File: src/rtl/serial_sub_pkg.sv
// Shared definitions for the bit-serial subtractor: FSM state encoding
// and the default operand width.
package serial_sub_pkg;

    localparam int DEFAULT_WIDTH = 8;

    typedef enum logic [1:0] {
        IDLE  = 2'd0,
        SHIFT = 2'd1,
        DONE  = 2'd2
    } state_e;

endpackage

File: src/rtl/serial_subtractor_fs_cell.sv
// One-bit full subtractor: d = x - y - bin, bo is the borrow out.
module fs_cell (
    input  logic x,
    input  logic y,
    input  logic bin,
    output logic d,
    output logic bo
);

    assign d  = x ^ y ^ bin;
    assign bo = (~x & y) | (~(x ^ y) & bin);

endmodule

File: src/rtl/serial_subtractor.sv
// Bit-serial N-bit subtractor (diff = a - b, LSB first, one bit per clock).
// A single fs_cell is fed from the low bits of two right-shifting operand
// registers; its borrow is registered between cycles.
// Optional macro SERIAL_SUBTRACTOR_BIN_EN adds a borrow-in port 'bin' that
// seeds the initial borrow, so words can be chained via bout -> bin.
module serial_subtractor
    import serial_sub_pkg::*;
#(
    parameter int WIDTH = DEFAULT_WIDTH
) (
    input  logic             clk,
    input  logic             rst,
    input  logic             start,
    input  logic [WIDTH-1:0] a,
    input  logic [WIDTH-1:0] b,
`ifdef SERIAL_SUBTRACTOR_BIN_EN
    input  logic             bin,
`endif
    output logic             busy,
    output logic             done,
    output logic [WIDTH-1:0] diff,
    output logic             bout
);

    localparam int CNT_W = $clog2(WIDTH + 1);
    localparam logic [CNT_W-1:0] LAST_BIT = CNT_W'(WIDTH - 1);

    state_e           state_q, state_d;
    logic [WIDTH-1:0] a_sh_q, a_sh_d;
    logic [WIDTH-1:0] b_sh_q, b_sh_d;
    logic [WIDTH-1:0] res_sh_q, res_sh_d;
    logic             borrow_q, borrow_d;
    logic [CNT_W-1:0] cnt_q, cnt_d;
    logic [WIDTH-1:0] diff_q, diff_d;
    logic             bout_q, bout_d;
    logic             busy_q, busy_d;
    logic             done_q, done_d;

    logic             cell_d;
    logic             cell_bo;
    logic             borrow_init;

`ifdef SERIAL_SUBTRACTOR_BIN_EN
    assign borrow_init = bin;
`else
    assign borrow_init = 1'b0;
`endif

    fs_cell u_cell (
        .x   (a_sh_q[0]),
        .y   (b_sh_q[0]),
        .bin (borrow_q),
        .d   (cell_d),
        .bo  (cell_bo)
    );

    // Next-state logic: load on start, shift one bit per cycle, latch result on the last bit.
    always_comb begin
        state_d  = state_q;
        a_sh_d   = a_sh_q;
        b_sh_d   = b_sh_q;
        res_sh_d = res_sh_q;
        borrow_d = borrow_q;
        cnt_d    = cnt_q;
        diff_d   = diff_q;
        bout_d   = bout_q;
        case (state_q)
            IDLE: begin
                if (start) begin
                    a_sh_d   = a;
                    b_sh_d   = b;
                    borrow_d = borrow_init;
                    cnt_d    = '0;
                    state_d  = SHIFT;
                end
            end
            SHIFT: begin
                res_sh_d = {cell_d, res_sh_q[WIDTH-1:1]};
                a_sh_d   = a_sh_q >> 1;
                b_sh_d   = b_sh_q >> 1;
                borrow_d = cell_bo;
                cnt_d    = cnt_q + CNT_W'(1);
                if (cnt_q == LAST_BIT) begin
                    // Result register only moves here, so it stays stable through later SHIFTs.
                    diff_d  = {cell_d, res_sh_q[WIDTH-1:1]};
                    bout_d  = cell_bo;
                    state_d = DONE;
                end
            end
            DONE:    state_d = IDLE;
            default: state_d = IDLE;
        endcase
        // Status outputs are registered copies of the next state.
        busy_d = (state_d == SHIFT);
        done_d = (state_d == DONE);
    end

    // State and datapath registers, all cleared by the asynchronous reset.
    always_ff @(posedge clk or posedge rst) begin
        if (rst) begin
            state_q  <= IDLE;
            a_sh_q   <= '0;
            b_sh_q   <= '0;
            res_sh_q <= '0;
            borrow_q <= 1'b0;
            cnt_q    <= '0;
            diff_q   <= '0;
            bout_q   <= 1'b0;
            busy_q   <= 1'b0;
            done_q   <= 1'b0;
        end else begin
            state_q  <= state_d;
            a_sh_q   <= a_sh_d;
            b_sh_q   <= b_sh_d;
            res_sh_q <= res_sh_d;
            borrow_q <= borrow_d;
            cnt_q    <= cnt_d;
            diff_q   <= diff_d;
            bout_q   <= bout_d;
            busy_q   <= busy_d;
            done_q   <= done_d;
        end
    end

    assign busy = busy_q;
    assign done = done_q;
    assign diff = diff_q;
    assign bout = bout_q;

endmodule

File: config.mk
export PLATFORM = sky130hd
export DESIGN_NAME = serial_subtractor
export DESIGN_NICKNAME = d
export VERILOG_FILES = /design/src/rtl/serial_sub_pkg.sv /design/src/rtl/serial_subtractor_fs_cell.sv /design/src/rtl/serial_subtractor.sv
export SDC_FILE = /design/constraint.sdc
export NUM_CORES = 1
export LEC_CHECK = 0
export ABC_AREA = 1
export ABC_CLOCK_PERIOD_IN_PS = 1900
export CORE_UTILIZATION = 53
export DETAILED_ROUTE_END_ITERATION = 6
export GPL_ROUTABILITY_DRIVEN = 0
export PLACE_DENSITY = 0.8
export SLEW_MARGIN = 20
export SYNTH_ARGS = -nofsm -noshare
export SYNTH_HDL_FRONTEND = slang
export SYNTH_SLANG_ARGS = --single-unit
File: constraint.sdc
create_clock -name clk -period 1.9 [get_ports clk]
set_input_delay 0.285 -clock clk [delete_from_list [all_inputs] [get_ports clk]]
set_output_delay 0.285 -clock clk [all_outputs]
set_load 0.02 [all_outputs]
==> Word-level counts from Yosys, hierarchy flattened <==
Index checks and enable logic that the tools add are counted.
{ "op_classes": {"reduce_logical": 4, "n_eq_ne": 5, "mux": 11, "n_addsub": 1, "bitwise": 7} }
{ "ops": {"columns": ["op", "n"], "rows": [
  ["$pmux W8 S2", 2],
  ["$mux W8", 2],
  ["$pmux W4 S2", 1],
  ["$add A4 B1 Y4 const B", 1],
  ["$eq A2 B1 Y1 const B", 2],
  ["$eq A4 B3 Y1 const B", 1],
  ["$mux W2", 2],
  ["$mux W4", 1],
  ["$pmux W2 S2", 1],
  ["$reduce_and A2 Y1", 2],
  ["$and A1 B1 Y1", 2],
  ["$eq A2 B2 Y1 const B", 1],
  ["$logic_not A2 Y1", 1],
  ["$ne A2 B2 Y1 const B", 1],
  ["$not A1 Y1", 2],
  ["$pmux W1 S2", 1],
  ["$reduce_bool A2 Y1", 1],
  ["$xor A1 B1 Y1", 2],
  ["$mux W1", 1],
  ["$or A1 B1 Y1", 1]
]} }
{ "totals": {"wordCells": 38, "register_bits": 42, "inputBits": 19, "output_inout_bits": 11} }

==> Depth between registers and ports, before layout <==
{ "logic_depth": {"ltp_word": 5, "depth_mapped": 6} }

==> Modules after synthesis <==
A second synthesis with hierarchy kept.
{ "unflattened": {"cells_unflattened": 199, "hier_area_um2": 1788.0} }
{ "by_module_without_submodules": {"columns": ["mod", "area_per_inst_um2", "instances", "cells_each", "seq_area_each_um2"], "rows": [
  ["serial_subtractor", 1756.7, 1, 195, 1026.0],
  ["fs_cell", 31.3, 1, 4, 0.0]
]} }

==> Least setup slack after synthesis <==
Ideal clock, no wire load.
{ "synth_timing": {"path_kind": "register to register", "from": "register borrow_q", "to": "register diff_q[7], in the netlist diff[7]", "required_ns": 1.784, "synth_period_minus_slack_ns": 1.162, "slack_ns": 0.738, "stages_incl_launch_ff": 5, "t_arrival_ns": 1.046, "path_cell_list": "dfrtp_1 -> fa_1 -> inv_1 -> nand2_1 -> nand2_1"} }
{ "synth_via": {"elab_chain_cells": 1} }
{ "synth_rtl": {"columns": ["element", "line_no", "text"], "rows": [
  ["start: declaration", "serial_subtractor.sv:32", "logic borrow_q, borrow_d;"],
  ["start signal: assignment", "serial_subtractor.sv:116", "borrow_q <= borrow_d;"],
  ["$xor A1 B1 Y1", "serial_subtractor_fs_cell.sv:10", "assign d = x ^ y ^ bin;"],
  ["end signal: assignment", "serial_subtractor.sv:118", "diff_q <= diff_d;"],
  ["end: declaration", "serial_subtractor.sv:34", "logic [WIDTH-1:0] diff_q, diff_d;"]
]} }
No other way between the ends.
A chain may end at the register's enable or synchronous reset.

==> Worst setup path in the final report <==
{ "layout_timing": {"from": "register diff_q[5], in the netlist diff[5]", "to": "output port diff[5]"} }
{ "layout_rtl": {"columns": ["element", "line_no", "text"], "rows": [
  ["end: declaration", "serial_subtractor.sv:21", "output logic [WIDTH-1:0] diff,"]
]} }
No word-level cell between the ends.

==> reports/summary.txt <==
Drt via density = 5.144
Crit-path cells = clkdlybuf4s50_1
Post-synthesis cell type count = 20
Met1 usage = 0.2610
Largest net degree at the start of global routing = 42
Sw Ratio = 0.3816
Row count = 20
Setup CP Type = flip-flop to output port
Setup Buffers After CTS = 0
Maximum vdd drop = 0.0009640 V
Cts hold-fix bufs = 0
Fmax = 619.8 MHz
First-pass GRT wire length = 5692 um
P_sw = 1.299 mW
Area Growth Syn to Fin = 22.76%
Deepest clock path buffer count = 2
Initial antenna violation count = 0
Power Internal = 2.105 mW
Synthesized area per cell = 8.964 um^2
Vias in the first global route = 1347
Placed insts = 263
Setup-failing EPs final = 0
Clock-pin slew on the worst setup and hold paths = 120 ps
Post-layout minimum cycle time = 1614 ps
Cts repair resizes = 0
Slew margin rel. = 0.6694
Final hold vios = 0
TritonCTS clock tree = built
Final period util = 0.8492
Final Power = 3.405 mW
Leak Pwr = 1.052 nW
Gr usage total = 0.2208
CTS root buf = clkbuf_4
RSZ-0062 raised after global routing = no
Die footprint = 3531 um^2
Top-Level Pins = 30
Comb pwr share = 0.386
Post-layout nets = 247
Max-slew violations = 0
Max Cap Viol = 0
# diodes = 0
H-tree depth = 2
Pre-antenna DRT Iters = 4
Most used routing layer = met2
Final ANT Viol Nets = 0
Port-buffer cells = 29
GR Layer Usage met3 = 0.06332
Hold Worst Slack = 332.2 ps
Crit-path leading delay family = buffers and inverters
Power per cell area = 1587 nW/um^2
Final WS setup = 286.5 ps
CP peak stage delay = 600 ps
Die H = 59.43 um
Share of layout cells above drive strength 1 = 0.07930
Vias = 1394
Final TNS setup = 0 ps
Syn. warnings = 0
Slew @ Worst Pin = 495.9 ps
Clock Sinks = 41
Post-synthesis sequential area ratio = 0.5870
Cells after Synth = 195
Critical path capture point type = output port
Clock power share = 0.174
Initial Utilization = 0.5633
GRT met2 Usage = 0.3772
CP startpoint kind = flip-flop
WL final = 3308 um
Mapped Area = 1748 um^2
Clk_lat worst skew = 350 ps
Post-DP HPWL = 2138 um
Bufs and invs on worst path = 1
Avg WL per Cell = 12.21 um
Slowest cell on crit path = clkdlybuf4s50_1
Clk_skew = 14.92 ps
Crit path max fanout = 2
Die X = 59.43 um
Syn nets = 216
Final non-filler cell total = 271
Drt drc = 0
Num CTS Buffers = 5
Worst Path Arrival = 1330 ps
WP data required = 1620 ps
Place WS = 463.6 ps
Synth Register Bits = 41
Flop pwr share = 0.440
Core area = 3103 um^2
GRT overflow = 0
Hold/Removal Path Class = input pin to async pin
DRT iter0 DRCs = 76
Status = finished, final reports clean
## per-stage QoR
stage	area [um^2]	util
after floorplan	1748	-
after global placement	2061	0.6641
after detailed placement	2061	0.6641
after CTS	2146	0.6915
after global routing	2146	0.6915
final	2146	0.6915
## layer usage
layer,share of wire,up-vias
li1,-,684
met1,0.44,665
met2,0.50,40
met3,0.054,5
met4,0.015,0
met5,0,-
## tightest hold or removal path, cell delays in order
cell,delay (ps)
clkdlybuf4s50_1,390
inv_1,50
buf_4,420
## layout by cell type (no fill, tap or decap)
cell	instances
dfrtp_1	41
bufinv_16	1
nand2_2	2
buf_4	3
nand4_1	1
nor2_1	2
nor2_2	1
nand2_1	86
inv_4	1
o21ai_0	1
nand2_4	1
ha_1	1
clkdlybuf4s50_1	29
fa_1	1
inv_2	1
o21ai_1	2
nor2_4	2
o21bai_1	2
clkbuf_8	1
nand3_1	38
inv_1	4
clkbuf_1	1
clkbuf_4	5
## final timing paths
check,slack (ps),startpoint,endpoint,depth (start not counted)
max in group asynchronous,1220,rst,b_sh_q[7]$_DFFE_PP0P_,3
worst min register to register,490,diff[3]$_DFFE_PP0P_,diff[3]$_DFFE_PP0P_,2
worst max-delay path,290,diff[5]$_DFFE_PP0P_,diff[5],1
worst min-delay path,330,rst,diff[3]$_DFFE_PP0P_,3
min in group clk,480,b[7],b_sh_q[7]$_DFFE_PP0P_,3
worst max register to register,600,state_q[0]$_DFF_PP0_,diff[1]$_DFFE_PP0P_,5
## final cells by class
class | instances | area (um^2)
well taps | 44 | 55.05
clock inverters | 1 | 30.03
clock buffers | 7 | 55.05
repair buffers | 32 | 312.8
inverters | 6 | 25.02
fillers | 276 | 957.2
flip-flops and latches | 41 | 1026
multi-input cells | 140 | 641.9
## logic make-up (layout without fill, tap and decap cells)
group                      Yosys count  after routing  share of synthesized area
AOI/OAI and AO/OA                    5              5                    0.01717
adders and majority gates            2              2                    0.01861
buffers and inverters               14             46                    0.04581
DFF                                 41             41                     0.5870
and+or+nand+nor                    133            133                     0.3314
## synthesized netlist by cell type (all sizes together)
| cell type | instances | area [um^2] |
|---|---|---|
| nand2 | 89 | 346.6 |
| dfrtp | 41 | 1026 |
| nand3 | 38 | 190.2 |
| buf | 8 | 55.05 |
| inv | 6 | 25.02 |
| nor2 | 5 | 36.29 |
| o21ai | 3 | 15.01 |
| o21bai | 2 | 15.01 |
| fa | 1 | 20.02 |
| ha | 1 | 12.51 |
| nand4 | 1 | 6.260 |
## power by group through the flow
stage          Combinational [mW]  Clock (mW)  Sequential (mW)
3_5_place_dp                 1.32           0             1.51
5_1_grt                      1.48       0.639             1.55
3_3_place_gp                 1.26           0             1.49
2_1_floorplan               0.808           0             1.60
6_report                     1.31       0.594             1.50
4_1_cts                      1.32       0.601             1.50
## state kept, by name (all words and copies together) (netlist names)
name	count
b_sh_q	8
diff	8
busy	1
res_sh_q	7
a_sh_q	8
done	1
borrow_q	1
cnt_q	4
state_q	2
bout	1
Power figures use the tool's default switching activity.
